**src/rtl/sfifo_defs.sv**
```systemverilog
// Shared definitions for the synchronous FIFO family.
// Mode constants and depth/count-width derivations.
package sfifo_defs;

    localparam int FIFO_STD  = 0;
    localparam int FIFO_FWFT = 1;

    function automatic int depth_of(input int aw);
        return 1 << aw;
    endfunction

    function automatic int cnt_width(input int aw);
        return aw + 1;
    endfunction

endpackage

```
**src/rtl/sfifo_fwft_if.sv**
```systemverilog
// Streaming FIFO access bundle: write side, read side and status.
// Master drives requests; slave is the FIFO.
interface sfifo_fwft_if
    import sfifo_defs::*;
#(
    parameter int DATA_WIDTH = 8,
    parameter int ADDR_WIDTH = 4
);

    logic                               wr_en;
    logic [DATA_WIDTH-1:0]              din;
    logic                               rd_en;
    logic [DATA_WIDTH-1:0]              dout;
    logic                               empty;
    logic                               full;
    logic                               almost_empty;
    logic                               almost_full;
    logic [cnt_width(ADDR_WIDTH)-1:0]   data_count;
    logic                               overflow;
    logic                               underflow;

    modport master (
        output wr_en, din, rd_en,
        input  dout, empty, full,
        input  almost_empty, almost_full,
        input  data_count, overflow, underflow
    );

    modport slave (
        input  wr_en, din, rd_en,
        output dout, empty, full,
        output almost_empty, almost_full,
        output data_count, overflow, underflow
    );

endinterface

```
**src/rtl/sfifo_ram_sdp.sv**
```systemverilog
// Simple dual-port RAM: synchronous write, registered read.
// Array and read register are not reset.
module sfifo_ram_sdp #(
    parameter int DATA_WIDTH = 8,
    parameter int ADDR_WIDTH = 4
) (
    input  logic                  clk,
    input  logic                  wr_en,
    input  logic [ADDR_WIDTH-1:0] wr_addr,
    input  logic [DATA_WIDTH-1:0] wr_data,
    input  logic                  rd_en,
    input  logic [ADDR_WIDTH-1:0] rd_addr,
    output logic [DATA_WIDTH-1:0] rd_data
);

    logic [DATA_WIDTH-1:0] mem [2**ADDR_WIDTH];

    always_ff @(posedge clk) begin
        if (wr_en)
            mem[wr_addr] <= wr_data;
        if (rd_en)
            rd_data <= mem[rd_addr];
    end

endmodule

```
**src/rtl/sfifo_fwft.sv**
```systemverilog
// Synchronous FIFO with selectable standard or first-word-fall-through
// read mode, occupancy count, threshold flags and error pulses.
module sfifo_fwft
    import sfifo_defs::*;
#(
    parameter int DATA_WIDTH = 8,
    parameter int ADDR_WIDTH = 4,
    parameter int FWFT       = FIFO_STD,
    parameter int AF_THRESH  = depth_of(ADDR_WIDTH) - 2,
    parameter int AE_THRESH  = 2
) (
    input  logic         clk,
    input  logic         rst,
    sfifo_fwft_if.slave  bus
);

    localparam int CW = cnt_width(ADDR_WIDTH);
    localparam logic [CW-1:0] DEPTH_C = CW'(depth_of(ADDR_WIDTH));
    localparam logic [CW-1:0] AF_C    = CW'(AF_THRESH);
    localparam logic [CW-1:0] AE_C    = CW'(AE_THRESH);
    localparam logic [CW-1:0] ONE_C   = CW'(1);

    logic [ADDR_WIDTH-1:0] wr_ptr, rd_ptr;
    logic [CW-1:0]         cnt;
    logic                  full_w, empty_w, cnt_one;
    logic                  wr_ok, rd_ok;
    logic                  byp, ram_we, ram_re;
    logic                  sel_byp;
    logic [DATA_WIDTH-1:0] byp_q, ram_q;
    logic                  ovf_q, unf_q;

    assign full_w  = (cnt == DEPTH_C);
    assign empty_w = (cnt == '0);
    assign cnt_one = (cnt == ONE_C);
    assign wr_ok   = bus.wr_en && !full_w;
    assign rd_ok   = bus.rd_en && !empty_w;

    // In FWFT the head word lives outside the RAM: a write that becomes
    // the head (empty, or replacing the last word) skips the RAM.
    generate
        if (FWFT == FIFO_FWFT) begin : g_fwft
            assign byp    = wr_ok && (empty_w || (rd_ok && cnt_one));
            assign ram_re = rd_ok && !cnt_one;
        end else begin : g_std
            assign byp    = 1'b0;
            assign ram_re = rd_ok;
        end
    endgenerate

    assign ram_we = wr_ok && !byp;

    sfifo_ram_sdp #(
        .DATA_WIDTH (DATA_WIDTH),
        .ADDR_WIDTH (ADDR_WIDTH)
    ) u_ram (
        .clk     (clk),
        .wr_en   (ram_we),
        .wr_addr (wr_ptr),
        .wr_data (bus.din),
        .rd_en   (ram_re),
        .rd_addr (rd_ptr),
        .rd_data (ram_q)
    );

    always_ff @(posedge clk or posedge rst) begin
        if (rst) begin
            wr_ptr  <= '0;
            rd_ptr  <= '0;
            cnt     <= '0;
            ovf_q   <= 1'b0;
            unf_q   <= 1'b0;
            byp_q   <= '0;
            sel_byp <= 1'b1;
        end else begin
            if (ram_we)
                wr_ptr <= wr_ptr + 1'b1;
            if (ram_re)
                rd_ptr <= rd_ptr + 1'b1;
            case ({wr_ok, rd_ok})
                2'b10:   cnt <= cnt + 1'b1;
                2'b01:   cnt <= cnt - 1'b1;
                default: cnt <= cnt;
            endcase
            ovf_q <= bus.wr_en && full_w;
            unf_q <= bus.rd_en && empty_w;
            // Output source follows whichever path last produced the head
            if (byp) begin
                byp_q   <= bus.din;
                sel_byp <= 1'b1;
            end else if (ram_re) begin
                sel_byp <= 1'b0;
            end
        end
    end

    assign bus.dout         = sel_byp ? byp_q : ram_q;
    assign bus.empty        = empty_w;
    assign bus.full         = full_w;
    assign bus.almost_empty = (cnt <= AE_C);
    assign bus.almost_full  = (cnt >= AF_C);
    assign bus.data_count   = cnt;
    assign bus.overflow     = ovf_q;
    assign bus.underflow    = unf_q;

endmodule

```
**src/flat_wrapper.sv**
```systemverilog
// flat-port wrapper written by rule: the top's interface ports become plain ports
module sfifo_fwft_flat import sfifo_defs::*;
#(
    parameter int DATA_WIDTH = 8,
    parameter int ADDR_WIDTH = 4,
    parameter int FWFT       = FIFO_STD,
    parameter int AF_THRESH  = depth_of(ADDR_WIDTH) - 2,
    parameter int AE_THRESH  = 2
)
  (clk, rst, bus_wr_en, bus_din, bus_rd_en, bus_dout, bus_empty, bus_full, bus_almost_empty, bus_almost_full, bus_data_count, bus_overflow, bus_underflow);
  sfifo_fwft_if #(.DATA_WIDTH(DATA_WIDTH), .ADDR_WIDTH(ADDR_WIDTH)) bus_i ();
  input  logic clk;
  input  logic rst;
  input wire logic [$bits(bus_i.wr_en)-1:0] bus_wr_en;
  input wire logic [$bits(bus_i.din)-1:0] bus_din;
  input wire logic [$bits(bus_i.rd_en)-1:0] bus_rd_en;
  output wire logic [$bits(bus_i.dout)-1:0] bus_dout;
  output wire logic [$bits(bus_i.empty)-1:0] bus_empty;
  output wire logic [$bits(bus_i.full)-1:0] bus_full;
  output wire logic [$bits(bus_i.almost_empty)-1:0] bus_almost_empty;
  output wire logic [$bits(bus_i.almost_full)-1:0] bus_almost_full;
  output wire logic [$bits(bus_i.data_count)-1:0] bus_data_count;
  output wire logic [$bits(bus_i.overflow)-1:0] bus_overflow;
  output wire logic [$bits(bus_i.underflow)-1:0] bus_underflow;
  assign bus_i.wr_en = bus_wr_en;
  assign bus_i.din = bus_din;
  assign bus_i.rd_en = bus_rd_en;
  assign bus_dout = bus_i.dout;
  assign bus_empty = bus_i.empty;
  assign bus_full = bus_i.full;
  assign bus_almost_empty = bus_i.almost_empty;
  assign bus_almost_full = bus_i.almost_full;
  assign bus_data_count = bus_i.data_count;
  assign bus_overflow = bus_i.overflow;
  assign bus_underflow = bus_i.underflow;
  sfifo_fwft #(.DATA_WIDTH(DATA_WIDTH), .ADDR_WIDTH(ADDR_WIDTH), .FWFT(FWFT), .AF_THRESH(AF_THRESH), .AE_THRESH(AE_THRESH)) u_core (.clk(clk), .rst(rst), .bus(bus_i));
endmodule
```
**config.mk**
```make
export PLATFORM = sky130hd
export DESIGN_NAME = sfifo_fwft_flat
export DESIGN_NICKNAME = d
export VERILOG_FILES = /design/src/rtl/sfifo_defs.sv /design/src/rtl/sfifo_fwft_if.sv /design/src/rtl/sfifo_ram_sdp.sv /design/src/rtl/sfifo_fwft.sv /design/src/flat_wrapper.sv
export SDC_FILE = /design/constraint.sdc
export NUM_CORES = 1
export LEC_CHECK = 0
export CAP_MARGIN = 30
export CORE_ASPECT_RATIO = 0.8
export CORE_MARGIN = 1
export CORE_UTILIZATION = 60
export CTS_CLUSTER_DIAMETER = 30
export CTS_CLUSTER_SIZE = 8
export DETAILED_ROUTE_END_ITERATION = 12
export PLACE_DENSITY = 0.79
export SKIP_LAST_GASP = 1
export SYNTH_ARGS = -nofsm -noshare
export SYNTH_HDL_FRONTEND = slang
export SYNTH_SLANG_ARGS = --single-unit
```
**constraint.sdc**
```tcl
create_clock -name clk -period 6.2 [get_ports clk]
set_input_delay 0.93 -clock clk [delete_from_list [all_inputs] [get_ports clk]]
set_output_delay 0.93 -clock clk [all_outputs]
set_load 0.005 [all_outputs]
```
# [After elaboration in Yosys (flattened, before gate mapping)]
# Memory sizes are Yosys's and may differ from the RTL's. A register that Yosys moved wholly into a read port is not among the register bits.
# Index checks and enable logic that the tools add are counted.
# Widths: inputs -> output; s select.
[word_totals] ff_bits=16 latchBits=0 mem_bits_rw=128 romBits=0 wordCells=28 memories=1
[op_classes] add_sub_neg=4 multipliers=0 n_div=0 order_cmp=2 n_eq_ne=3 shift=0 muxes=4 n_bitwise=0 n_reduce_logical=8
[memory_table] name="u_core.u_ram.mem" depth=16 word_bits=8 rd=1 rd_clocked_by_memory_dff=1 write_ports=1 line_no="sfifo_ram_sdp.sv:16" source="logic [DATA_WIDTH-1:0] mem [2**ADDR_WIDTH];"
[op_table] cell="$pmux 5 s2" count=1
[op_table] cell="$add 4x1->4 const B" count=2
[op_table] cell="$mux 8" count=1
[op_table] cell="$add 5x1->5 const B" count=1
[op_table] cell="$eq 5x5->1 const B" count=1
[op_table] cell="$ge 5x4->1 const B" count=1
[op_table] cell="$le 5x2->1 const B" count=1
[op_table] cell="$logic_not 5->1" count=1
[op_table] cell="$sub 5x1->5 const B" count=1
[op_table] cell="$logic_and 1x1->1" count=4
[op_table] cell="$eq 2x1->1 const B" count=1
[op_table] cell="$eq 2x2->1 const B" count=1
[op_table] cell="$logic_not 1->1" count=2
[op_table] cell="$mux 1" count=2
[op_table] cell="$reduce_bool 2->1" count=1

# [Logic depth before layout (Yosys ltp)]
# Gate-level depths: netlist (run 1).
[depth] depth_word=5 depth_mapped=11 depth_no_buf=10

# [Hierarchy]
# Synthesis (run 1) repeated with hierarchy kept, for this count alone.
[hier_totals] hier_cells=318 area_unflattened_um2=6224.7
[by_module_without_submodules] module="sfifo_ram_sdp" n_inst=1 cells_per_inst=229 area_each_um2=5227.5 seq_area_each_um2=4083.9
[by_module_without_submodules] module="sfifo_fwft" n_inst=1 cells_per_inst=89 area_each_um2=997.2 seq_area_each_um2=401.6

# [Worst setup path after synthesis (run 1)]
# No wires, ideal clock.
[synth_timing] kind="input -> register" start="input bus_rd_en" end="register u_core.cnt[4] (netlist: u_core.bus.data_count[4])" setup_ns=0.131 arrival_ns=2.705 slack_ns=3.365 path_stages=9 cell_sequence="a21boi_2 ha_1 buf_2 xor2_1 ha_1 o211a_1 o31ai_1 a31oi_1 xor2_1"
[synth_via] elab_chain_cells=3 word_cells_on_any_way=5 cone_classes="2 x eq/ne; 1 x mux; 2 x reduce/logical"
[synth_rtl] item="start: declaration" line_no="flat_wrapper.sv:16" source="input wire logic [$bits(bus_i.rd_en)-1:0] bus_rd_en;"
[synth_rtl] item="$logic_and 1x1->1 (*)" line_no="sfifo_fwft.sv:36" source="assign rd_ok = bus.rd_en && !empty_w;"
[synth_rtl] item="$eq 2x1->1 / $eq 2x2->1 (equally long branches)" line_no="sfifo_fwft.sv:79" source="case ({wr_ok, rd_ok})"
[synth_rtl] item="$pmux 5 s2 / $reduce_bool 2->1 (equally long branches)"
[synth_rtl] item="end signal: assignment" line_no="sfifo_fwft.sv:80" source="2'b10: cnt <= cnt + 1'b1;"
[synth_rtl] item="end signal: assignment" line_no="sfifo_fwft.sv:81" source="2'b01: cnt <= cnt - 1'b1;"
[synth_rtl] item="end signal: assignment" line_no="sfifo_fwft.sv:82" source="default: cnt <= cnt;"
[synth_rtl] item="end: declaration" line_no="sfifo_fwft.sv:24" source="logic [CW-1:0] cnt;"
# Mark *: on every way between the ends. The rest lies on a longest branch, timed or not.
# A chain may end at the register's enable or synchronous reset.

# [Final worst setup path (run 1)]
[layout_timing] start="input bus_rd_en" end="register u_core.cnt[4] (netlist: u_core.bus.data_count[4])"
[layout_via] elab_chain_cells=3 word_cells_on_any_way=5 cone_classes="2 x eq/ne; 1 x mux; 2 x reduce/logical"
[layout_rtl] item="$logic_and 1x1->1 (*)" line_no="sfifo_fwft.sv:36"
[layout_rtl] item="named net u_core.ram_re" line_no="sfifo_fwft.sv:27" source="logic byp, ram_we, ram_re;"
[layout_rtl] item="$eq 2x1->1 / $eq 2x2->1 (equally long branches)" line_no="sfifo_fwft.sv:79"
[layout_rtl] item="$pmux 5 s2 / $reduce_bool 2->1 (equally long branches)"
# The timed path passes the listed nets; every way through them passes the cells marked *.

==> qor.yml, run 1 <==
status: "finished clean"
num-fill-cells: 660
start_kind: "input pin"
ys_types: 42
stdcell_count: 545
num_vias: 3298
place_congestion: 0.768
io_pins: 31
postRouteAntennaNets: 0
min_path_cells: 1
cts_buffer_depth: 2
place_inst: 514
multi_input_area_sq_mm: 0.00163
synth.top_cell.area_share: 0.648
vias_per_cell: 6.05
min-delay-start: "u_core.sel_byp"
worstReg2RegStart: "u_core.bus.data_count[1]"
post_cts_resized: 0
start_util: 0.615
drc_errors: 0
cts_root_buffer: "clkbuf_16"
numCtsBuffers: 17
slew_headroom: 0.341
grt_max_degree: 52
r2r_setup_slack_ns: 3.13
period_minus_slack_ns: 3.26
period_share: 0.526
synth_edf_count: 136
cts_hold_buf: 0
power.leakage_nw: 2.56
dp_hpwl_um: 7460
finalSetupTns_ns: 0
cp.required_ns: 6.50
ir_drop_mv: 0.276
hold_end: "u_core.sel_byp"
synth_area_sq_mm: 0.00630
yosysSeqAreaShare: 0.712
reg2regPathDepth: 9
synth.area.top_cells: "edfxtp_1 (65%), dfrtp_1 (6.0%), mux4_2 (5.7%), mux2i_1 (5.1%), a221oi_2 (2.1%)"
n_antenna_cell: 0
crit_path_end_kind: "flip-flop"
rsz0062_at_grt: "no"
grt_usage: 0.250
crit_chain: "clkdlybuf4s50_1 -> a21boi_2 -> ha_1 -> xor2_1 -> ha_1 -> o211a_1 -> o31ai_1 -> a31oi_1 -> xor2_1"
slowest_delay_ns: 0.62
synthFlopType: "edfxtp_1"
synth.avg_cell_area_sq_um: 17.6
hold_viol: 0
yosys_warnings: 0
power.density_mw_per_mm2: 483
avgRoutedWirePerCell_um: 22.4
insertion_delay_ns: 0.42
drive_gt1_frac: 0.168
drv_slew: 0
hold_path.class: "reg -> reg"
setup_viol: 0
final_nets: 414
regArea_sq_mm: 0.00449
htree_levels: 4
fin_skew_ns: 0.00986
crit_type: "in -> reg"
die_area_sq_mm: 0.0109
fp-row-count: 33
antenna_found_initial: 0
coreArea_sq_mm: 0.0102
max_freq_mhz: 307
die_h_um: 93.7
worstReg2RegEnd: "u_core.bus.data_count[4]"
drt-initial-drc-count: 331
cp_max_fo: 15
clk_pin_slew_ns: 0.06
dr.pass1.iters: 5
async_flop_share: 0.105
critPathArrivalTime_ns: 3.56
cts_tree: "yes"
wirelength_um: 12200
post_cts_buffers: 0
syn_nets: 379
grt_pass1_vias: 3215
syn2layout_area_growth_pct: 15.6
max_cap_violations: 0
cp_slowest_cell: "a21boi_2"
post-place-ws_ns: 2.53
numClockSinks: 152
fin_util: 0.711
grt_pass1_wl_um: 18500
max_slew.worst_pin.slew_ns: 0.985
die_w_um: 117
io_buffers: 30
synthCells: 358
ys_ff_latch: 152
yosys.area.top_type: "edfxtp_1"
grt-ovfl-total: 0
setup_slack_ns: 2.94
placed cells by master, fill, tap and decap left out, types with 6 or more instances in the layout:
cell type,netlist,layout
edfxtp_1,136,136
mux2i_1,32,32
clkdlybuf4s50_1,0,30
clkbuf_16,0,17
nor2_1,16,16
nand2_1,16,16
mux4_2,16,16
dfrtp_1,15,14
o21ai_0,12,12
nor2b_1,11,11
a221oi_2,9,9
ha_1,9,9
a22oi_1,8,8
inv_1,7,7
a221oi_1,7,7
nor3_1,6,6
xnor2_1,6,6
buf_4,1,6
area by class of cell:
class	count	area share
sequential	152	0.616
multi-input combinational	179	0.223
clock buffer	17	0.0584
timing repair buffer	36	0.0474
clock inverter	14	0.0271
tap	140	0.0241
inverter	7	0.00361
registers in the layout, summed over array words and instances, names as in the netlist:
name / flops
u_core.bus.underflow: 1
u_core.u_ram.rd_data: 8
u_core.u_ram.mem: 128
u_core.bus.overflow: 1
u_core.sel_byp: 1
u_core.bus.data_count: 5
u_core.wr_ptr: 4
u_core.rd_ptr: 4
kinds of logic after synthesis:
logic type / Yosys count / share of synthesized area
multiplexers: 50 / 0.112
XOR/XNOR: 11 / 0.0153
AND/OR/NAND/NOR: 61 / 0.0471
buffers and inverters: 27 / 0.0300
AO/OA/AOI/OAI: 48 / 0.0663
adder cells (fa/ha/maj): 9 / 0.0179
flip-flops: 152 / 0.712
worst max-delay path by stage:
stage / start / endpoint / slack, ns / cells past startpoint
2_1_floorplan: bus_rd_en / u_core.bus.data_count[4] / 3.36 / 9
3_5_place_dp: bus_rd_en / u_core.bus.data_count[4] / 2.53 / 9
5_1_grt: bus_rd_en / u_core.bus.data_count[4] / 2.78 / 9
4_1_cts: bus_rd_en / u_core.bus.data_count[4] / 2.97 / 9
3_3_place_gp: bus_rd_en / u_core.bus.data_count[4] / 2.65 / 9
6_report: bus_rd_en / u_core.bus.data_count[4] / 2.94 / 9
metal layers:
| layer | routed length, um | vias up | part of all wire | global-route usage |
|---|---|---|---|---|
| li1 | - | 1474 | - | - |
| met1 | 5400 | 1673 | 0.44 | 0.358 |
| met2 | 5720 | 126 | 0.47 | 0.355 |
| met3 | 846 | 25 | 0.069 | 0.0819 |
| met4 | 245 | 0 | 0.020 | 0.102 |
| met5 | 0 | - | 0 | 0 |
synth_stat cells (2+ instances only):
cell type,number
and3_1,2
inv_1,7
nor2_1,16
buf_1,2
nand2_1,16
xor2_1,5
nand2b_1,3
xnor2_1,6
o21ai_0,12
and2_1,2
buf_2,6
clkbuf_1,2
a22oi_1,8
mux2i_1,32
ha_1,9
nor3_1,6
dfrtp_1,15
edfxtp_1,136
a221oi_2,9
buf_6,8
a21oi_1,4
mux4_2,16
nor2b_1,11
a221oi_1,7
critical path: cells and delay by family:
family | cells | cell delay (ns)
buffers and inverters | 1 | 0.47
AO/OA/AOI/OAI | 4 | 1.15
XOR/XNOR | 2 | 0.29
adder cells (fa/ha/maj) | 2 | 0.73
per-stage QoR:
stage                     hold WS [ns]  area, sq um  total power, mW
after floorplan                  0.514         6300             2.16
after global placement           0.532         6660             2.41
after detailed placement         0.541         6660             2.45
after CTS                        0.553         7280             3.54
after global routing             0.565         7280             3.68
final                            0.549         7280             3.52
report_power, final:
part / total (mW) / internal, mW / switching [mW]
Clock: 1.09 / 0.675 / 0.413
Combinational: 0.990 / 0.464 / 0.526
Sequential: 1.44 / 1.30 / 0.143
(Power assumes the default switching activity.)
==> run 2, diff against run 1 <==
Settings changed: CORE_UTILIZATION 60 to 54, PLACE_DENSITY 0.79 to 0.76.
Clock period 6.2 ns to 2.7 ns, I/O delays scaled along.
==> run 2 against run 1 <==
Effect of this change: total power is 130% higher; core utilization down 4.0 points; die area rose by 11%; cell count increased by 4.8%; clock power increased by 130%; register-to-register slack worse by 2.9 ns; via count up 3.1%; critical path type is now reg -> out; largest power group unchanged; highest routed layer unchanged.
==> qor.yml, run 2 (synthesis results as in run 1) <==
status: "finished clean"  # unchanged
hold_viol: 0  # unchanged
n_antenna_cell: 0  # unchanged
period_share: 0.917
drc_errors: 0  # unchanged
ir_drop_mv: 0.618  # was 0.276 mV
cp_num_cells: 3  # was 9
max_cap_violations: 0  # unchanged
fin_skew_ns: 0.00767  # was 0.00986 ns
syn2layout_area_growth_pct: 18.3  # was 15.6%
drv_slew: 0  # unchanged
period_minus_slack_ns: 2.48
start_kind: "flip-flop"  # was input pin
power.leakage_nw: 2.67  # was 2.56 nW
total_power_mw: 8.21  # was 3.52 mW
numClockSinks: 152  # unchanged
slew_headroom: 0.561  # was 0.341
insertion_delay_ns: 0.43  # was 0.42 ns
design_area_sq_mm: 0.00745  # was 0.00728 sq mm
grt_usage: 0.230  # was 0.250
place_congestion: 0.770  # was 0.768
cp.required_ns: 2.30  # was 6.50 ns
die_area_sq_mm: 0.0121  # was 0.0109 sq mm
cp_max_fo: 12  # was 15
setup_viol: 0  # unchanged
max_slew.worst_pin.slew_ns: 0.659  # was 0.985 ns
coreArea_sq_mm: 0.0111  # was 0.0102 sq mm
reg2regPathDepth: 9  # unchanged
final_common_cell: "edfxtp_1"  # unchanged
vias_per_cell: 5.95  # was 6.05
grt_pass1_wl_um: 19300  # was 18500 um
top_register: "u_core.u_ram.mem"  # unchanged
fp-row-count: 34  # was 33
grt_pass1_vias: 3308  # was 3215
multi_input_area_sq_mm: 0.00163  # unchanged
slowest_delay_ns: 0.53  # was 0.62 ns
dp_hpwl_um: 7720  # was 7460 um
setup_slack_ns: 0.223  # was 2.94 ns
cts_buffer_depth: 2  # unchanged
largest_reg_flops: 128  # unchanged
cts_hold_buf: 0  # unchanged
dr.pass1.iters: 4  # was 5
cp_slowest_cell: "clkdlybuf4s50_1"  # was a21boi_2
dpl_cell_area_sq_mm: 0.00684  # was 0.00666 sq mm
drive_gt1_frac: 0.208  # was 0.168
critPathArrivalTime_ns: 2.07  # was 3.56 ns
crit_type: "reg -> out"  # was in -> reg
regArea_sq_mm: 0.00449  # unchanged
crit_buf_inv: 1  # unchanged
rsz0062_at_grt: "no"  # unchanged
die_h_um: 98.6  # was 93.7 um
avgRoutedWirePerCell_um: 22.0  # was 22.4 um
numCtsBuffers: 17  # unchanged
post_cts_buffers: 0  # unchanged
grt-ovfl-total: 0  # unchanged
num_vias: 3400  # was 3298
r2r_setup_slack_ns: 0.26  # was 3.13 ns
max_freq_mhz: 404
path_delay_family: "simple AND/OR/NAND/NOR gates"  # was compound AO/OA/AOI/OAI gates
start_util: 0.568  # was 0.615
final_cell_mix: "edfxtp_1 (136), mux2i_1 (32), clkdlybuf4s50_1 (30)"  # unchanged
finalSetupTns_ns: 0  # unchanged
final_nets: 435  # was 414
drt-initial-drc-count: 329  # was 331
grt_max_degree: 35  # was 52
clk_pin_slew_ns: 0.06  # about the same
hold_path.class: "in -> async"  # was reg -> reg
crit_chain: "or3_1 -> nor3_1 -> clkdlybuf4s50_1"  # was clkdlybuf4s50_1 -> a21boi_2 -> ha_1 -> xor2_1 -> ha_1 -> o211a_1 -> o31ai_1 -> a31oi_1 -> xor2_1
htree_levels: 4  # unchanged
post_cts_resized: 0  # unchanged
io_pins: 31  # unchanged
antenna_found_initial: 0  # unchanged
wirelength_um: 12600  # was 12200 um
die_w_um: 123  # was 117 um
crit_path_end_kind: "output port"  # was flip-flop
postRouteAntennaNets: 0  # unchanged
cts_root_buffer: "clkbuf_16"  # unchanged
io_buffers: 30  # unchanged
post-place-ws_ns: 0.135  # was 2.53 ns
power.density_mw_per_mm2: 1100  # was 483 mW/mm^2
cts_tree: "yes"  # unchanged
num-fill-cells: 731  # was 660
[run 2: cell count changes in the layout (fill, tap and decap cells not counted)]
cell / delta
clkinv_2: -2
buf_12: +1
clkbuf_1: +1
bufinv_16: -1
buf_4: +20
inv_6: +1
inv_8: +2
[run 2: final timing paths]
path,startpoint,endpoint
max,u_core.bus.data_count[2],bus_empty
min,rst,u_core.bus.data_count[2]
max reg2reg,u_core.bus.data_count[2],u_core.bus.data_count[4]
min reg2reg,u_core.sel_byp,u_core.sel_byp
max in group asynchronous,rst,u_core.rd_ptr[0]
min in group clk,u_core.sel_byp,u_core.sel_byp
[run 2: power by group]
group | switching [mW] | total (mW) | internal (mW)
Clock | 0.987 | 2.47 | 1.48
Combinational | 1.31 | 2.48 | 1.17
Sequential | 0.290 | 3.26 | 2.97
[run 2: layer usage]
| layer | vias up | GRT usage | routed length [um] |
|---|---|---|---|
| met1 | 1716 | 0.336 | 5650 |
| met3 | 24 | 0.0527 | 880 |
| met2 | 140 | 0.336 | 5820 |
| met5 | - | 0 | 0 |
| met4 | 0 | 0.0919 | 207 |
| li1 | 1520 | - | - |
[run 2: area by class of cell]
cell class	instances	area share
flip-flops and latches	152	0.602
well taps	144	0.0242
clock buffers	18	0.0576
inverters	7	0.00353
clock inverters	14	0.0253
repair buffers	57	0.0692
multi-input cells	179	0.218
[run 2: worst register-to-register path, cell delays in order, from the launching register on]
cell and delay (ns):
dfrtp_1 0.51, nor3_1 0.35, a21boi_2 0.11, ha_1 0.26, buf_4 0.17, ha_1 0.33, o211a_1 0.14, o31ai_1 0.22
a31oi_1 0.09, xor2_1 0.15
[run 2: through the flow]
| stage | hold slack (ns) | util | std cells |
|---|---|---|---|
| 2_1_floorplan | 0.318 | - | 358 |
| 3_3_place_gp | 0.537 | 0.616 | 539 |
| 3_5_place_dp | 0.548 | 0.616 | 539 |
| 4_1_cts | 0.392 | 0.671 | 571 |
| 5_1_grt | 0.464 | 0.671 | 571 |
| 6_report | 0.372 | 0.671 | 571 |
